### src/rtl/tetris_pkg.sv
// Shared types and default timing constants for the Tetris input path.
// All timings assume the 50 MHz vclk.
`timescale 1ns/1ps
package tetris_pkg;

    typedef enum logic [1:0] {
        IDLE   = 2'd0,
        HOLD   = 2'd1,
        REPEAT = 2'd2
    } btn_state_e;

    localparam int DEBOUNCE_10MS = 500000;
    localparam int REPEAT_300MS  = 15000000;
    localparam int REPEAT_100MS  = 5000000;

endpackage

### src/rtl/btn_repeat_debounce_sync2.sv
// Two-flop synchroniser for one asynchronous input.
// Both flops reset to 0.
`timescale 1ns/1ps
module sync2 (
    input  logic vclk,
    input  logic rst,
    input  logic d,
    output logic q
);

    logic s1_r;
    logic s2_r;

    // metastability filter: d -> s1 -> s2
    always_ff @(posedge vclk or negedge rst) begin
        if (!rst) begin
            s1_r <= 1'b0;
            s2_r <= 1'b0;
        end else begin
            s1_r <= d;
            s2_r <= s1_r;
        end
    end

    assign q = s2_r;

endmodule

### src/rtl/btn_repeat_debounce.sv
// One push-button conditioner: synchroniser, stability-count debounce and
// hold/auto-repeat FSM producing one-cycle move strobes for Game_Logic.
`timescale 1ns/1ps
module btn_repeat_debounce
    import tetris_pkg::*;
#(
    parameter int DEBOUNCE_CYC = DEBOUNCE_10MS,
    parameter int REPEAT_DELAY = REPEAT_300MS,
    parameter int REPEAT_RATE  = REPEAT_100MS,
    parameter bit REPEAT_EN    = 1'b1,
    parameter int CNT_W        = 24
) (
    input  logic vclk,
    input  logic rst,
    input  logic button,
    input  logic en,
    output logic level,
    output logic pulse,
    output logic held
);

    localparam logic [CNT_W-1:0] CNT_ZERO = {CNT_W{1'b0}};
    localparam logic [CNT_W-1:0] CNT_ONE  = {{(CNT_W-1){1'b0}}, 1'b1};
    localparam logic [CNT_W-1:0] DEB_TC   = CNT_W'(DEBOUNCE_CYC - 1);
    localparam logic [CNT_W-1:0] DLY_TC   = CNT_W'(REPEAT_DELAY - 1);
    localparam logic [CNT_W-1:0] RATE_TC  = CNT_W'(REPEAT_RATE - 1);

    logic             s2_s;
    logic             level_r;
    logic             level_nxt_s;
    logic [CNT_W-1:0] dcnt_r;
    logic [CNT_W-1:0] dcnt_nxt_s;
    logic             rise_s;
    btn_state_e       state_r;
    logic [CNT_W-1:0] rcnt_r;
    logic             pulse_r;
    logic             held_r;

    sync2 u_sync (
        .vclk (vclk),
        .rst  (rst),
        .d    (button),
        .q    (s2_s)
    );

    // next debounced level: flips only after DEBOUNCE_CYC consecutive disagreeing samples
    always_comb begin
        level_nxt_s = level_r;
        dcnt_nxt_s  = dcnt_r;
        if (s2_s == level_r) begin
            dcnt_nxt_s = CNT_ZERO;
        end else if (dcnt_r == DEB_TC) begin
            level_nxt_s = s2_s;
            dcnt_nxt_s  = CNT_ZERO;
        end else begin
            dcnt_nxt_s = dcnt_r + CNT_ONE;
        end
    end

    // debounce state registers
    always_ff @(posedge vclk or negedge rst) begin
        if (!rst) begin
            level_r <= 1'b0;
            dcnt_r  <= CNT_ZERO;
        end else begin
            level_r <= level_nxt_s;
            dcnt_r  <= dcnt_nxt_s;
        end
    end

    // FSM reacts to the level being committed on this edge, so press and release
    // act on the same edge the debounced level changes
    assign rise_s = level_nxt_s & ~level_r;

    // hold/auto-repeat FSM with registered pulse and held
    always_ff @(posedge vclk or negedge rst) begin
        if (!rst) begin
            state_r <= IDLE;
            rcnt_r  <= CNT_ZERO;
            pulse_r <= 1'b0;
            held_r  <= 1'b0;
        end else begin
            pulse_r <= 1'b0;
            case (state_r)
                IDLE: begin
                    rcnt_r <= CNT_ZERO;
                    if (rise_s) begin
                        pulse_r <= en;
                        state_r <= HOLD;
                        held_r  <= 1'b1;
                    end else begin
                        held_r  <= 1'b0;
                    end
                end
                HOLD: begin
                    if (!level_nxt_s) begin
                        state_r <= IDLE;
                        rcnt_r  <= CNT_ZERO;
                        held_r  <= 1'b0;
                    end else if (REPEAT_EN && (rcnt_r == DLY_TC)) begin
                        pulse_r <= en;
                        rcnt_r  <= CNT_ZERO;
                        state_r <= REPEAT;
                        held_r  <= 1'b1;
                    end else if (rcnt_r != DLY_TC) begin
                        rcnt_r  <= rcnt_r + CNT_ONE;
                        held_r  <= 1'b1;
                    end else begin
                        // repeat disabled: park at terminal count instead of wrapping
                        rcnt_r  <= rcnt_r;
                        held_r  <= 1'b1;
                    end
                end
                REPEAT: begin
                    if (!level_nxt_s) begin
                        state_r <= IDLE;
                        rcnt_r  <= CNT_ZERO;
                        held_r  <= 1'b0;
                    end else if (rcnt_r == RATE_TC) begin
                        pulse_r <= en;
                        rcnt_r  <= CNT_ZERO;
                        held_r  <= 1'b1;
                    end else begin
                        rcnt_r  <= rcnt_r + CNT_ONE;
                        held_r  <= 1'b1;
                    end
                end
                default: begin
                    state_r <= IDLE;
                    rcnt_r  <= CNT_ZERO;
                    held_r  <= 1'b0;
                end
            endcase
        end
    end

    assign level = level_r;
    assign pulse = pulse_r;
    assign held  = held_r;

endmodule

### config.mk
export PLATFORM = sky130hd
export DESIGN_NAME = btn_repeat_debounce
export DESIGN_NICKNAME = d
export VERILOG_FILES = /design/src/rtl/tetris_pkg.sv /design/src/rtl/btn_repeat_debounce_sync2.sv /design/src/rtl/btn_repeat_debounce.sv
export SDC_FILE = /design/constraint.sdc
export NUM_CORES = 1
export LEC_CHECK = 0
export BUFFER_PORTS_ARGS = -buffer_cell sky130_fd_sc_hd__buf_2
export CAP_MARGIN = 20
export CORE_ASPECT_RATIO = 0.75
export CORE_MARGIN = 1.5
export CORE_UTILIZATION = 50
export DETAILED_ROUTE_END_ITERATION = 10
export PLACE_DENSITY = 0.73
export SYNTH_ARGS = -nofsm -noshare
export SYNTH_HDL_FRONTEND = slang
export SYNTH_HIERARCHICAL = 1
export SYNTH_SLANG_ARGS = --single-unit
### constraint.sdc
create_clock -name vclk -period 4.4 [get_ports vclk]
set_input_delay 0.22 -clock vclk [delete_from_list [all_inputs] [get_ports vclk]]
set_output_delay 0.22 -clock vclk [all_outputs]
set_load 0.02 [all_outputs]
## Yosys cells after proc, flatten, opt, wreduce, memory -nomap -nowiden

Index checks and enable logic that the tools add are counted.

| operators by class | value |
|---|---|
| add/sub/neg operators | 2 |
| eq/ne operators | 11 |
| multiplexer cells | 24 |
| bitwise operators | 2 |
| reductions and logical operators | 3 |

Operator list:

| kind | count |
|---|---|
| $mux 24 | 7 |
| $add 24x1->24 const B | 2 |
| $pmux 24 s2 | 1 |
| $eq 24x19->1 const B | 1 |
| $eq 24x23->1 const B | 1 |
| $eq 24x24->1 const B | 1 |
| $ne 24x24->1 const B | 1 |
| $mux 1 | 9 |
| $mux 2 | 4 |
| $pmux 2 s3 | 1 |
| $ne 2x2->1 const B | 2 |
| $ne 4x4->1 const B | 1 |
| $ne 3x3->1 const B | 1 |
| $pmux 1 s3 | 1 |
| $reduce_and 3->1 | 1 |
| $eq 2x1->1 const B | 1 |
| $eq 2x2->1 const B | 1 |
| $logic_not 2->1 | 1 |
| $pmux 1 s2 | 1 |
| $reduce_or 2->1 | 1 |
| $and 1x1->1 | 1 |
| $eq 1x1->1 | 1 |
| $not 1->1 | 1 |

| word-level totals | value |
|---|---|
| flip-flop bits (word level) | 55 |
| input port bits | 4 |
| output and inout bits | 3 |
| word-level logic and storage cells | 50 |

## Logic depth before layout (Yosys ltp)

| depth | value |
|---|---|
| word-level depth | 6 |
| gate-level depth with buffers | 8 |
| mapped depth without buffers | 7 |

## By module

Netlist, hierarchy kept.

By module, submodules not included:

| module | instances | cells an instance | area each (um^2) | sequential area each (um^2) |
|---|---|---|---|---|
| btn_repeat_debounce | 1 | 289 | 2783.9 | 1326.3 |
| sync2 | 1 | 2 | 50.0 | 50.0 |

## Least setup slack after synthesis

No wires, ideal clock.

| path | value |
|---|---|
| kind | register to register |
| from | register rcnt_r[12] |
| to | register rcnt_r[11] |
| library setup time | 0.119 ns |
| arrival time | 1.978 ns |
| data required time | 4.281 ns |
| setup slack | 2.303 ns |
| cell stages (with the launch flop) | 7 |
| buffers on the path | 1 |
| period minus slack after synthesis | 2.097 ns |
| cell sequence | dfrtp_1 -> or4b_1 -> or4_4 -> o21ai_2 -> a221o_2 -> buf_6 -> nor2_1 |

| on the way | value |
|---|---|
| longest elaborated chain between the ends | 4 |
| elaborated cells on any way between the ends | 9 |
| those cells by class | 4 x eq/ne; 5 x mux |

RTL lines:

| item | RTL line | RTL |
|---|---|---|
| from (decl) | btn_repeat_debounce.sv:35 | `logic [CNT_W-1:0] rcnt_r;` |
| from (signal assigned) | btn_repeat_debounce.sv:106 | `rcnt_r <= rcnt_r + CNT_ONE;` |
| from (signal assigned) | btn_repeat_debounce.sv:110 | `rcnt_r <= rcnt_r;` |
| from (signal assigned) | btn_repeat_debounce.sv:124 | `rcnt_r <= rcnt_r + CNT_ONE;` |
| $eq 24x23->1 or $eq 24x24->1 (tied branches) | btn_repeat_debounce.sv:119, btn_repeat_debounce.sv:100 |  |
| $mux 24, on equally long branches | btn_repeat_debounce.sv:119, btn_repeat_debounce.sv:100 |  |
| $mux 24, on equally long branches | btn_repeat_debounce.sv:115, btn_repeat_debounce.sv:96 |  |
| $pmux 24 s2 | btn_repeat_debounce.sv:84 | `case (state_r)` |

Several ways; a longest one is shown, not always the timed one.
A chain may end at the register's enable or synchronous reset.

## Final worst setup path

| path | value |
|---|---|
| from | register rcnt_r[12] |
| to | register rcnt_r[9] |

Same word-level chain as after synthesis.

==> flow_metrics.env <==
export IMPL_drc=0
export IMPL_clock_sinks=55
export IMPL_setup_slack_ns=1.988
export IMPL_ir_worst_vdd_mv=0.1193
export IMPL_root_buffer="clkbuf_8"
export IMPL_max_slew_margin_pct=47.49
export IMPL_fin_skew_ns=0.005428
export IMPL_postCtsSetupRepairBufs=0
export IMPL_routabilityCongestion=0.8351
export IMPL_hold_viol=0
export IMPL_synth_area_um2=2834
export IMPL_multiInputGateArea_um2=1383
export IMPL_dp_hpwl_um=3715
export IMPL_cts_path_max_buffers=2
export IMPL_drtIter0Drc=140
export IMPL_cp_cell_sequence="or4b_1 -> or4_4 -> o21ai_2 -> a221o_2 -> nor2_1"
export IMPL_port_buffers=6
export IMPL_fin_crit_ns=2.412
export IMPL_initial_core_util_pct=52.38
export IMPL_dieArea_um2=6133
export IMPL_grt_setup_unrepaired="false"
export IMPL_worstPathRequired_ns=4.58
export IMPL_syn_inst=291
export IMPL_clkTransAtPathRegs_ns=0.10
export IMPL_ys_top_cells_by_area="dfrtp_1 49%, xor2_1 11%, nor2_1 7.2%"
export IMPL_die_height_um=68.20
export IMPL_h_tree_depth=2
export IMPL_p_leak_nw=1.307
export IMPL_status="finished clean"
export IMPL_antenna_found_initial=0
export IMPL_critPathKind="reg -> reg"
export IMPL_yosysUniqueCellTypes=37
export IMPL_grt_pass1_wl_um=9225
export IMPL_synth_top_area_cell="dfrtp_1"
export IMPL_seqCellArea_um2=1376
export IMPL_syn_nets=301
export IMPL_drtPass1Iterations=4
export IMPL_area_growth_pct=6.755
export IMPL_synth_top_cell_area_share_pct=48.57
export IMPL_ctsResizeCount=0
export IMPL_clk_latency_ns=0.31
export IMPL_yosysSeqAreaShare_pct=48.57
export IMPL_setup_viol=0
export IMPL_max_cap_viol_count=0
export IMPL_synthSimpleGateAreaFrac_pct=28.04
export IMPL_nNetsFinal=310
export IMPL_synth_mux_area_fraction_pct=0
export IMPL_synth_xor_area_share_pct=13.60
export IMPL_core_area_um2=5410
export IMPL_power_density_nw_per_um2=266.3
export IMPL_antenna_cells=0
export IMPL_end_kind="flop"
export IMPL_numCtsBuffers=5
export IMPL_hold_class="in -> async"
export IMPL_cts_tree="built"
export IMPL_fin_util_pct=55.92
export IMPL_final_min_period_over_clock_period_pct=54.83
export IMPL_hold_slack_ns=0.01248
export IMPL_grt_max_degree=56
export IMPL_arrival_ns=2.60
export IMPL_setup_tns_ns=0
export IMPL_worstSetupStartpointType="flop"
export IMPL_n_fill_cell=498
export IMPL_wirelength_um=5280
export IMPL_dpl_cell_area_um2=2932
export IMPL_synth_top_family_by_area="simple AND/OR/NAND/NOR gates"
export IMPL_drtAntennaViolNets=0
export IMPL_ys_ff_latch=55
export IMPL_synth_fa_ha_area_share_pct=2.649
export IMPL_grt_pass1_vias=1940
export IMPL_finalMaxSlewViolations=0
export IMPL_worst_pin_slew_ns=0.7804
export IMPL_via_per_inst=5.516
export IMPL_fmax_ghz=0.4145
export IMPL_stdcell_area_um2=3025
export IMPL_drive_gt1_share_pct=7.973
export IMPL_grt_usage_pct=19.32
export IMPL_crit_fanout=24
export IMPL_synth_compound_area_share_pct=4.503
export IMPL_num_io_pins=7
export IMPL_num_vias=2074
export IMPL_synth_area_per_cell_um2=9.739
export IMPL_wire_per_inst_um=14.04
export IMPL_ys_warn_count=6
export IMPL_crit_path_max_incr_delay_ns=0.54
export IMPL_die_x_um=89.93
export IMPL_rows=23
export IMPL_crit_slowest_cell="or4b_1"
export IMPL_post_place_ws_ns=2.010
export IMPL_grt_overflow=0
[critical path: cells and delay by family (launching register included)]
kind | cells | cell delay [ns]
compound gates | 2 | 0.67
flops | 1 | 0.42
simple gates | 3 | 1.18
[state kept, by name (all words and copies together), names as in the netlist]
signal	flops
rcnt_r	24
u_sync/q	1
held	1
level	1
state_r	2
dcnt_r	24
pulse	1
u_sync/s1_r	1
[power breakdown]
| part | switching [mW] | internal, mW | total, mW |
|---|---|---|---|
| clock | 0.165 | 0.109 | 0.274 |
| sequential | 0.00296 | 0.508 | 0.511 |
| combinational | 0.0153 | 0.00515 | 0.0204 |
[Yosys cell counts (all sizes together)]
master   count
o211ai       2
a21boi       1
nor3         5
inv          9
nor4b        2
or3          2
or4          1
or4b         2
a221o        1
a31o         2
o2111ai      1
nor2        54
o41ai        1
and3         9
and4        10
clkbuf       5
xnor2       10
nor4         4
and4bb       1
xor2        34
and2         9
nand3       23
o21ai        5
o311a        1
a21oi        2
nand4        9
nand4b       1
nor3b        2
ha           6
a32o         1
dfrtp       55
nand2       19
buf          2
[what timing repair did]
| item | 4_1_cts | 5_1_grt |
|---|---|---|
| setup endpoints to repair | 0 | 0 |
| hold buffers | 0 | 1 |
| hold endpoints to repair | 0 | 1 |
[stage by stage]
step / cells / total power, mW
2_1_floorplan: 291 / 0.5275
6_report: 376 / 0.8055
5_1_grt: 376 / 0.8343
4_1_cts: 375 / 0.8143
3_3_place_gp: 367 / 0.5416
3_5_place_dp: 367 / 0.5421
[metal layers]
metal  vias up  share of wire, %  track usage, %
met5         -                 0               0
met4         0               1.7           7.738
met3         7               4.1           3.667
met2        39                42           30.15
met1      1009                53           27.02
li1       1019                 -               -
[layout make-up]
class,count,share of cell area (%)
Multi-Input combinational cell,220,45.70
Tap cell,75,3.102
Timing Repair Buffer,9,1.820
Clock buffer,5,2.275
Inverter,9,1.117
Clock inverter,3,0.4963
Sequential cell,55,45.49
[cell families after synthesis]
| family | Yosys count |
|---|---|
| DFF | 55 |
| xor gates and xnor gates | 44 |
| adders and majority gates | 6 |
| buffers and inverters | 16 |
| and+or+nand+nor | 153 |
| AOI/OAI and AO/OA | 17 |
[path summary, 6_finish.rpt]
path / start / cells after the start / slack (ns) / end
max: rcnt_r[12] / 5 / 1.99 / rcnt_r[9]
max in group asynchronous: rst / 2 / 3.92 / held
max reg2reg: rcnt_r[12] / 5 / 1.99 / rcnt_r[9]
min: rst / 2 / 0.01 / dcnt_r[1]
min reg2reg: u_sync/s1_r / 0 / 0.36 / u_sync/q
min in group vclk: en / 2 / 0.14 / pulse
[cell usage in the layout (no fill, tap or decap), types with 2 or more instances in the layout]
cell	synthesis	final
a21oi_1	2	2
a31o_2	2	2
and2_1	9	9
and3_1	9	9
and4_1	9	9
buf_2	0	6
buf_4	0	2
clkbuf_8	0	5
clkinv_2	0	3
dfrtp_1	55	55
ha_1	6	6
inv_1	9	9
nand2_1	19	19
nand3_1	23	23
nand4_1	9	9
nor2_1	54	54
nor3_1	5	5
nor3b_1	2	2
nor4_1	4	4
nor4b_1	2	2
o211ai_1	2	2
o21ai_0	3	3
or3_1	2	2
xnor2_1	10	10
xor2_1	34	34
No activity file was read; power rests on OpenSTA's default activity.
